## src/rtl/timer.sv

```systemverilog
// Loadable down-counting interval timer: loads a tick count on a start edge, resyncs the
// 1 Hz divider, pulses expired when done. Optional TIMER_RESTART_EN lets a start in RUN reload.
module timer #(
   parameter int WIDTH = 4
) (
   input  logic             Hz1_enable,
   input  logic [WIDTH-1:0] value,
   input  logic             start_timer,
   input  logic             Reset,
   output logic             expired,
   input  logic             clk,
   output logic             divider_reset
);

   // state | meaning
   // IDLE  | waiting for a start edge; ticks ignored, cnt holds
   // RUN   | counting ticks down to expiry
   typedef enum logic {IDLE, RUN} state_t;

   state_t           state_q, state_d;
   logic [WIDTH-1:0] cnt_q, cnt_d;
   logic             start_prev_q;
   logic             expired_q, expired_d;
   logic             div_rst_q, div_rst_d;
   logic             start_ev;

   assign start_ev      = start_timer & ~start_prev_q;
   assign expired       = expired_q;
   assign divider_reset = div_rst_q;

   always_ff @(posedge clk or posedge Reset) begin
      if (Reset) begin
         state_q      <= IDLE;
         cnt_q        <= '0;
         start_prev_q <= 1'b0;
         expired_q    <= 1'b0;
         div_rst_q    <= 1'b0;
      end else begin
         state_q      <= state_d;
         cnt_q        <= cnt_d;
         start_prev_q <= start_timer;
         expired_q    <= expired_d;
         div_rst_q    <= div_rst_d;
      end
   end

   always_comb begin
      state_d   = state_q;
      cnt_d     = cnt_q;
      expired_d = 1'b0;
      div_rst_d = 1'b0;
      unique case (state_q)
         IDLE: begin
            if (start_ev) begin
               cnt_d     = value;
               div_rst_d = 1'b1;
               state_d   = RUN;
            end
         end
         RUN: begin
`ifdef TIMER_RESTART_EN
            if (start_ev) begin
               cnt_d     = value;
               div_rst_d = 1'b1;
            end else
`endif
            // Zero load expires on the next edge without waiting for a tick.
            if (cnt_q == '0) begin
               expired_d = 1'b1;
               state_d   = IDLE;
            end else if (Hz1_enable) begin
               if (cnt_q == WIDTH'(1)) begin
                  cnt_d     = '0;
                  expired_d = 1'b1;
                  state_d   = IDLE;
               end else begin
                  cnt_d = cnt_q - WIDTH'(1);
               end
            end
         end
         default: state_d = IDLE;
      endcase
   end

endmodule

```

## config.mk

```make
export PLATFORM = sky130hd
export DESIGN_NAME = timer
export DESIGN_NICKNAME = d
export VERILOG_FILES = /design/src/rtl/timer.sv
export SDC_FILE = /design/constraint.sdc
export NUM_CORES = 1
export LEC_CHECK = 0
export CORE_AREA = 2 2 39 41
export CTS_CLUSTER_SIZE = 12
export DETAILED_ROUTE_END_ITERATION = 8
export DIE_AREA = 0 0 41 43
export PLACE_DENSITY_LB_ADDON = 0.25
export REMOVE_ABC_BUFFERS = 1
export SYNTH_ARGS = -nofsm -noshare
export SYNTH_HDL_FRONTEND = slang
export SYNTH_SLANG_ARGS = --single-unit
```

## constraint.sdc

```tcl
create_clock -name clk -period 2.2 [get_ports clk]
set_input_delay 0.44 -clock clk [delete_from_list [all_inputs] [get_ports clk]]
set_output_delay 0.44 -clock clk [all_outputs]
set_load 0.02 [all_outputs]
```

### After elaboration in Yosys (flattened, before gate mapping)

Index checks and enable logic that the tools add are counted.

| storage, ports and cells | value |
|---|---|
| logic and storage cells | 30 |
| register bits | 8 |

| cells by class | value |
|---|---|
| $add $sub $neg | 1 |
| equal/unequal tests | 4 |
| reduce and logical (&&, ||, !) cells | 2 |
| bitwise logic cells | 3 |
| muxes and demuxes | 15 |

Operator list:

| cell | number |
|---|---|
| 4-bit 2-to-1 mux | 4 |
| 1-bit 2-to-1 mux | 9 |
| 4-bit one-hot mux with 2 select lines | 1 |
| 2-bit != test (second input constant) | 3 |
| 4-bit by 1-bit == test with 1-bit output (second input constant) | 1 |
| 4-bit logical NOT | 1 |
| 4-bit by 1-bit subtractor with 4-bit output (second input constant) | 1 |
| 3-bit AND reduction | 1 |
| 1-bit NOT | 2 |
| 1-bit one-hot mux with 2 select lines | 1 |
| 1-bit bitwise AND | 1 |

### Depth between registers and ports, before layout

Gate-level depths: netlist of the first run.

| depth | value |
|---|---|
| depth in word-level cells | 5 |
| gate-level depth with buffers | 5 |
| gate-level depth less buffers | 5 |

### Worst setup path before layout of the first run

No wires, ideal clock.

| path | value |
|---|---|
| path type | register -> register |
| start | register cnt_q[0] |
| end | register cnt_q[0] |
| required time | 2076 ps |
| setup time | 124 ps |
| cell stages (with the launch flop) | 6 |
| clock period less this slack | 1571 ps |
| setup slack | 629 ps |
| arrival time | 1447 ps |
| path buffers | 0 |
| cells stage by stage | dfrtp_1 -> inv_1 -> ha_1 -> or3b_1 -> and4_1 -> a211o_1 |

| between the ends | value |
|---|---|
| cells in the longest elaborated chain, start to end | 5 |
| elaborated cells on any way between the ends | 9 |

Ends and longest elaborated chain:

| what | RTL line | source |
|---|---|---|
| from (decl) | 21 | `logic [WIDTH-1:0] cnt_q, cnt_d;` |
| from (signal assigned) | 40 | `cnt_q <= cnt_d;` |
| 4-bit by 1-bit subtractor with 4-bit output or 4-bit by 1-bit == test with 1-bit output (tied branches) | 77, 72 |  |
| 4-bit 2-to-1 mux | 72 | `if (cnt_q == WIDTH'(1)) begin` |
| 4-bit 2-to-1 mux | 71 | `end else if (Hz1_enable) begin` |
| 4-bit 2-to-1 mux | 68 | `if (cnt_q == '0) begin` |
| 4-bit one-hot mux with 2 select lines | 52 | `unique case (state_q)` |

Several ways; a longest one is shown, not always the timed one. The select of a mux whose other input is x is not followed.
A chain may end at the register's enable or synchronous reset.

### Final worst setup path of the first run

| path | value |
|---|---|
| start | register cnt_q[0] |
| end | register cnt_q[1] |

The elaborated chain is that of the path after synthesis.

==> results of run 1 <==
-- through the flow --
| step | cells | power [mW] | setup WS [ps] | util (%) | cell area [um^2] |
|---|---|---|---|---|---|
| global placement | 69 | 0.6047 | 316.9 | 40.14 | 555.5 |
| global route | 72 | 0.7881 | 348.6 | 41.77 | 578.1 |
| detailed placement | 69 | 0.6016 | 290.6 | 40.14 | 555.5 |
| CTS | 72 | 0.7130 | 474.9 | 41.77 | 578.1 |
| finish | 72 | 0.7101 | 484.9 | 41.77 | 578.1 |
| floorplan | 44 | 0.5044 | 629.4 | - | 445.4 |
-- how the worst max path moves through the flow --
stage / from / end / slack (ps) / depth (start not counted)
after floorplan: cnt_q[0] / cnt_q[0] / 630 / 5
after global placement: start_timer / cnt_q[0] / 320 / 5
after detailed placement: start_timer / cnt_q[0] / 290 / 5
after CTS: cnt_q[0] / cnt_q[1] / 470 / 5
after global routing: cnt_q[0] / cnt_q[1] / 350 / 5
final: cnt_q[0] / cnt_q[1] / 480 / 5
-- registers in the layout, summed over array words and instances, names as in the netlist --
name / count
state_q: 1
start_prev_q: 1
divider_reset: 1
cnt_q: 4
expired: 1
-- cells in the mapped netlist (all sizes together) (2+ instances only) --
master  count
dfrtp       8
inv         4
a21oi       3
ha          3
nor2        3
nor2b       3
a211oi      2
nand2b      2
nand3       2
o31ai       2
or3b        2
-- critical path, stage by stage, from the launching register on --
cell and delay (ps):
sky130_fd_sc_hd__dfrtp_1 430, sky130_fd_sc_hd__inv_1 130, sky130_fd_sc_hd__ha_1 170, sky130_fd_sc_hd__or3b_1 380, sky130_fd_sc_hd__a31oi_2 310, sky130_fd_sc_hd__mux2i_1 220
-- cells by family after synthesis --
| kind of cell | after synthesis |
|---|---|
| and+or+nand+nor | 17 |
| muxes | 1 |
| AOI/OAI and AO/OA | 10 |
| DFF | 8 |
| buffers and inverters | 5 |
| adders and majority gates | 3 |
-- per-layer routing --
layer | track usage [%] | vias to the layer above
met5 | 0 | -
met4 | 8.000 | 0
li1 | - | 185
met2 | 18.13 | 11
met3 | 3.141 | 5
met1 | 18.60 | 176
-- final cells by class --
type	instances	share of cell area (%)
Multi-Input combinational cell	31	38.96
Sequential cell	8	34.63
Timing Repair Buffer	9	15.58
Clock buffer	3	3.896
Inverter	5	3.463
Tap cell	16	3.463
-- report_power, final --
group | switching [mW] | total [mW] | internal (mW) | leakage, nW
combinational | 0.160 | 0.321 | 0.161 | 0.154
sequential | 0.0732 | 0.278 | 0.205 | 0.0987
clock | 0.0486 | 0.111 | 0.0623 | 0.0138
total | 0.282 | 0.710 | 0.428 | 0.267
-- cells in the final DEF, fill, tap and decap left out --
cell | synthesis | layout
sky130_fd_sc_hd__nor2b_1 | 3 | 3
sky130_fd_sc_hd__or3b_1 | 1 | 1
sky130_fd_sc_hd__a211oi_1 | 2 | 2
sky130_fd_sc_hd__nor4_1 | 1 | 1
sky130_fd_sc_hd__clkinv_2 | 1 | 1
sky130_fd_sc_hd__o31ai_1 | 2 | 2
sky130_fd_sc_hd__mux2i_1 | 1 | 1
sky130_fd_sc_hd__or3b_4 | 1 | 1
sky130_fd_sc_hd__ha_1 | 3 | 3
sky130_fd_sc_hd__nor2_1 | 3 | 3
sky130_fd_sc_hd__a21oi_1 | 3 | 3
sky130_fd_sc_hd__and3_1 | 1 | 1
sky130_fd_sc_hd__a31oi_2 | 1 | 1
sky130_fd_sc_hd__dfrtp_1 | 8 | 8
sky130_fd_sc_hd__o31a_1 | 1 | 1
sky130_fd_sc_hd__nand2_1 | 1 | 1
sky130_fd_sc_hd__clkdlybuf4s50_1 | 0 | 9
sky130_fd_sc_hd__nor3_1 | 1 | 1
sky130_fd_sc_hd__a211o_1 | 1 | 1
sky130_fd_sc_hd__and4_1 | 1 | 1
sky130_fd_sc_hd__nand2b_1 | 2 | 2
sky130_fd_sc_hd__clkbuf_4 | 0 | 3
sky130_fd_sc_hd__inv_1 | 4 | 4
sky130_fd_sc_hd__nand3_1 | 2 | 2
==> results.md, run 1 <==
- TritonCTS built the clock tree.
- The class of the worst hold path is in2async.
- The number of diodes is 0.
- The HPWL reported at the end of detailed placement is 687 um.
- Wire segments on met3 add up to 54 um in the final route.
- The largest fanout on the critical path is 5.
- The number of nets in the finished design is 69.
- The smallest clock period supported by the final layout is computed as 1715 ps.
- The worst setup path is launched from a flop.
- Routability-driven placement finished with a final weighted congestion of 0.7897.
- In this run, the number of DRC markers left after iteration 0 of detailed routing was 5.
- The detailed router placed 377 vias in this run.
- Global routing used 13.39% of the available tracks across all layers.
- The register bit count reported by yosys is 8.
- After clock tree synthesis, the clock-pin slew on the worst setup and hold paths is 50 ps.
- The post-cts hold buffer count is 0.
- The growth of design area from synthesis to finish is 29.78%.
- The simple-gate share of the synthesized area is 23.03%.
- The I/O pin count is 10.
- The maximum achievable frequency is 0.5831 GHz.
- The number of hold violations in the final report is 0.
- The total CTS buffers is 3.
- The clock latency at the later pin of the worst-skew pair is 250 ps.
- The number of setup violations in the final report is 0.
- Of the total synthesized cell area, the portion taken by XOR and XNOR cells is 0%.
- The first detailed-routing pass ran for 2 iterations.
- The placeable core region is 0.001384 mm^2.
- Dividing total power by cell area gives a power density of 1228 mW/mm^2.
- The via density per instance is 5.236.
- The top metal layer carrying routed signals is met4.
- Counting the fill cells in the layout gives 144.
- The commonest register cell after synthesis is sky130_fd_sc_hd__dfrtp_1.
- In this run the core area contains 14 standard-cell rows.
- The adder and majority gate portion of the synthesized area is 8.427%.
- STA puts the critical path data required time at 2380 ps.
- The H-tree depth is 1.
- Buffers added to address setup during post-CTS repair amount to 0.
- The count of buffers added on input and output ports is 9.
- The worst register-to-register path begins at cnt_q[0].
- The number of design rule violations left after detail routing is 0.
- The measured slew at the worst slew-check pin is 339.9 ps.
- Counting along the longest clock path gives a buffer depth of 2.
- The register cell area after layout is 200.2 um^2.
- The synthesized design contains 0 enable-type register cells.
- The number of maximum-capacitance constraint violations is 0.
- The dominant combinational cell family by area after synthesis is simple AND/OR/NAND/NOR gates.
- Setup repair after global routing left no endpoint under its margin.
- The maximum number of pins on one net before global-route repair is 9.
- The multi-input logic area is 225.2 um^2.
- STA classifies the critical path endpoint as a flop.
- A synthesized cell averages 10.12 um^2.
- The highest ir drop seen on vdd is 631.8 uV.
- Dividing the final minimum period by the clock period gives 77.96%.
- The number of distinct library cells after synthesis is 22.
- The die is 41 um wide.
- The effective utilization at floorplan is 32.19%.
- The number of synthesis warnings is 0.
- The fraction of the mapped netlist area in compound gates is 16.85%.
- Hold timing on the final database bottoms out at a slack of 439.1 ps.
- Data on the critical path arrives at its endpoint at 1890 ps.
- The count of nets left with antenna violations once routing finished came out at 0.
- The total wirelength of the detailed-routed design is 893 um.
- Across all register-to-register paths, the minimum setup slack is 480 ps.
- The endpoint of the most critical register-to-register path is cnt_q[1].
- The synthesized netlist occupies a cell area of 445.4 um^2.
- For this design the static power due to leakage is 0.2668 nW.
- Gates resized during post-CTS repair numbered 0.
- The sequential element share of the synthesized area is 44.94%.
- The length of routed met2 wiring is 380 um.
- By area the synthesized netlist is led by sky130_fd_sc_hd__dfrtp_1 (45%), sky130_fd_sc_hd__ha_1 (8.4%), sky130_fd_sc_hd__nor2b_1 (4.2%).
- Between clock sinks in the finished design, the worst skew comes to 2.165 ps.
- The final global-route overflow total is 0.
- Measured against its own limit, the worst slew margin works out to 77.13%.
- The biggest area contributor in the post-synthesis netlist is sky130_fd_sc_hd__dfrtp_1.
- Cells with a size suffix above 1 make up 10.71% of the layout.
- The first global-routing pass estimated 1.559 mm of wire.
- The area fraction of the dominant cell type after synthesis is 44.94%.
- The setup path with the least slack is of type reg2reg.
- Of the post-synthesis cell area, the part taken by muxes is 2.247%.
- The flow ran to the end, and the final reports show no timing, DRC or antenna violations.
- The die covers 0.001763 mm^2.
- The initial antenna violation count is 0.
- The die height is 43 um.
- The tree is rooted in a sky130_fd_sc_hd__clkbuf_4.
- The detailed router put a total of 428 um of wire on met1.
- The max-slew violation total from the final report was 0.
- The number of sinks driven by the clock tree is 8.
- Counting cells, the worst reg-to-reg path comes to 5.
- The synthesized instance count is 44.
- The number of global-route vias before repair is 356.
- The per-cell routed wire length is 12.40 um.
- In the final timing run, aggregate negative setup slack is 0 ps.
- Of all flip-flops after synthesis, the portion carrying an async set or reset was 100.0%.
(Power assumes the default switching activity.)
==> inputs of run 2 (changes only) <==
- clock period: 2.2 -> 1.5 ns (I/O delays scaled with it)
==> results.md, run 2 (same netlist as run 1, synthesis figures left out) <==
- The number of DRC markers in iteration 0 was 5 (unchanged).
- The global routing usage summed across all routing layers was 16.31% (+2.9 points).
- The proportion of power drawn by the clock network is 12.4% (-3.2 points).
- The final reports fail on setup timing.
- The cell chosen for the clock root is sky130_fd_sc_hd__clkbuf_4.
- The maximum number of pins on one net before global-route repair is 9 (unchanged).
- The met3 usage is 6.283% (+3.1 points).
- The relative slew slack is 80.00% (+2.9 points).
- The worst setup skew after layout was 0.2343 ps (-1.931 ps).
- The number of flip-flops under the largest register name was 4 (unchanged).
- The count of non-filler cells in the finished layout is 85 (+18%).
- The placed instance count is 81 (+17%).
- The number of diodes is 0 (unchanged).
- The met2 capacity usage during global routing is 25.94% (+7.8 points).
- The register bank with the most flops is cnt_q.
- The width of the die is 41 um (unchanged).
- The number of setup violations in the final report is 2 (+2).
- The minimum setup slack in the final design is -76.35 ps (-561.2 ps).
- The type of element capturing the critical path is a flop.
- The row count is 14 (unchanged).
- The CTS clock-pin slew for the worst setup and hold paths came to 50 ps (about the same).
- The tightest min-delay check is of the in2async type.
- The measured slew at the worst slew-check pin is 299.7 ps (-40.25 ps).
- The critical path class is reg2reg.
- The I/O pin count is 10 (unchanged).
- The per-cell routed wire length is 13.04 um (+5.1%).
- The max-slew violation total from the final report is 0 (unchanged).
- The met1 usage in global routing is 18.87% (+0.27 points).
- The number of vias after detailed routing is 412 (+9.3%).
- The combinational cell fraction of total power is 61.6% (+16 points).
- The final global-route overflow total is 0 (unchanged).
- The data arrival time of the critical path is 1720 ps (-170 ps).
- The total wirelength of the detailed-routed design was 1.108 mm (+24%).
- The minimum period implied by the final worst setup slack is 1576 ps (-138.8 ps).
- The proportion of layout cells with a drive suffix above 1 was 33.33% (+23 points).
- The via density per instance is 4.847 (-7.4%).
- The launching element type of the critical path is a flop.
- The count of buffers from port buffering is 9 (unchanged).
- The clock tree from TritonCTS is built.
- The number of buffers on the longest clock path was 2 (unchanged).
- Setup repair after global routing could not meet its margin everywhere.
- The total chip power was 1.354 mW (+91%).
- The die height was 43 um (unchanged).
- The total net switching power is 0.5122 mW (+82%).
- The number of global-route vias before repair was 423 (+19%).
- The number of hold violations in the final report is 0 (unchanged).
- The filler cell count came to 144 (unchanged).
- The maximum achievable frequency came to 0.6344 GHz (+8.8%).
- The number of maximum-capacitance constraint violations is 0 (unchanged).
- The largest fanout on the critical path is 2 (-3).
- The required time at the endpoint of the critical path was 1640 ps (-740 ps).
- In the layout the commonest cells are sky130_fd_sc_hd__buf_4 (12), sky130_fd_sc_hd__dfrtp_1 (8), sky130_fd_sc_hd__clkdlybuf4s50_1 (7).
- The number of design rule violations left after detail routing was 0 (unchanged).
- The number of nets in the finished design is 82 (+19%).
- The placeable core region is 0.001384 mm^2 (unchanged).
- The number of sinks driven by the clock tree is 8 (unchanged).
- The highest ir drop seen on vdd is 904.7 uV (+43%).
- The first-pass GRT wire length is 1.835 mm (+18%).
- The run finished, with violations left.
- The growth of design area from synthesis to finish is 58.99%.
- The layer flagged by global routing as most heavily used is met2.
- The first-pass iteration count of the detailed router was 4 (+2).
- The clock latency at the later pin of the worst-skew pair is 260 ps (about the same).
- The share of total power consumed by net switching is 37.83% (-1.9 points).
- The H-tree depth came to 1 (unchanged).
- The total CTS buffers is 3 (unchanged).
- The leakage dissipation is 0.3663 nW (+37%).
- The period utilization is 105.1% (+27 points).
- The internal power was 0.8418 mW (+97%).
- The die outline area is 0.001763 mm^2 (unchanged).
- The initial antenna violation count is 0 (unchanged).
- The HPWL reported at the end of detailed placement was 849.1 um (+24%).
- The routability congestion estimate is 0.7617 (-3.5%).
- The areal power density over the cells is 1912 mW/mm^2 (+56%).
- The part of the total power dissipated in sequential elements is 26.0% (-13 points).
- Leaving out fill and tap cells, the most frequent cell in the layout is sky130_fd_sc_hd__buf_4.
- The effective utilization at floorplan is 32.19% (unchanged).
- The count of antenna-violating nets left after detailed routing was 0 (unchanged).
[run 2: changes by cell type in the layout (fill, tap and decap cells not counted), sizes merged]
cell,before,now
buf,0,13
clkdlybuf4s50,9,7
dlymetal6s2s,0,2
[run 2: worst paths after layout]
check	startpoint	end	slack [ps]	cells past startpoint
worst max-delay path	cnt_q[0]	cnt_q[0]	-80	5
worst min-delay path	Reset	divider_reset	290	2
worst max register to register	cnt_q[0]	cnt_q[0]	-80	5
worst min register to register	start_prev_q	state_q	550	2
max in group asynchronous	Reset	state_q	990	2
min in group clk	start_prev_q	state_q	550	2
[run 2: cell type report]
| type | count | area, um^2 | share of cell area, % |
|---|---|---|---|
| tap | 16 | 20.02 | 2.827 |
| clock buffer | 3 | 22.52 | 3.180 |
| timing repair buffer | 22 | 196.4 | 27.74 |
| multi-input combinational | 31 | 249.0 | 35.16 |
| sequential | 8 | 200.2 | 28.27 |
| inverter | 5 | 20.02 | 2.827 |
[run 2: critical path, cell delays in order, from the launching register on]
cell	delay, ps
sky130_fd_sc_hd__dfrtp_1	400
sky130_fd_sc_hd__inv_2	90
sky130_fd_sc_hd__ha_4	130
sky130_fd_sc_hd__or3b_4	390
sky130_fd_sc_hd__and4_1	170
sky130_fd_sc_hd__a211o_1	270
[run 2: power groups by stage]
| stage | sequential, mW | combinational [mW] | clock [mW] |
|---|---|---|---|
| 6_report | 0.352 | 0.834 | 0.168 |
| 5_1_grt | 0.363 | 0.924 | 0.186 |
| 4_1_cts | 0.351 | 0.807 | 0.171 |
| 3_5_place_dp | 0.349 | 0.734 | 0 |
| 3_3_place_gp | 0.343 | 0.731 | 0 |
| 2_1_floorplan | 0.398 | 0.342 | 0 |
[run 2: timing repair]
item                                    4_1_cts  5_1_grt
hold buffers                                  0        0
pin swaps                                     3        1
setup buffers                                 0        1
endpoints found under the setup margin        4        4
resized for setup                             7        2
[run 2: per-layer routing]
layer	part of all wire, %	wire length, um	vias to the layer above
met4	0.72	8	0
met2	51	562	13
met3	6.0	66	2
met1	42	470	188
li1	-	-	209
met5	0	0	-
[run 2: per-stage QoR]
stage / setup TNS, ps / hold WS, ps / setup slack (ps) / utilization [%] / cell area, um^2
floorplan: -100.7 / 115.7 / -70.58 / - / 445.4
global placement: -584.3 / 519.4 / -199.5 / 46.65 / 645.6
detailed placement: -627.3 / 544.1 / -210.8 / 46.65 / 645.6
CTS: -47.92 / 294.1 / -42.07 / 50.27 / 695.7
global route: -245.2 / 312.3 / -150.8 / 51.18 / 708.2
finish: -132.5 / 286.1 / -76.35 / 51.18 / 708.2
==> inputs of run 3 (changes only) <==
- HOLD_SLACK_MARGIN: unset -> 0.1
==> results of run 3 <==
Final layout, timing and power as in run 2 (identical DEF).
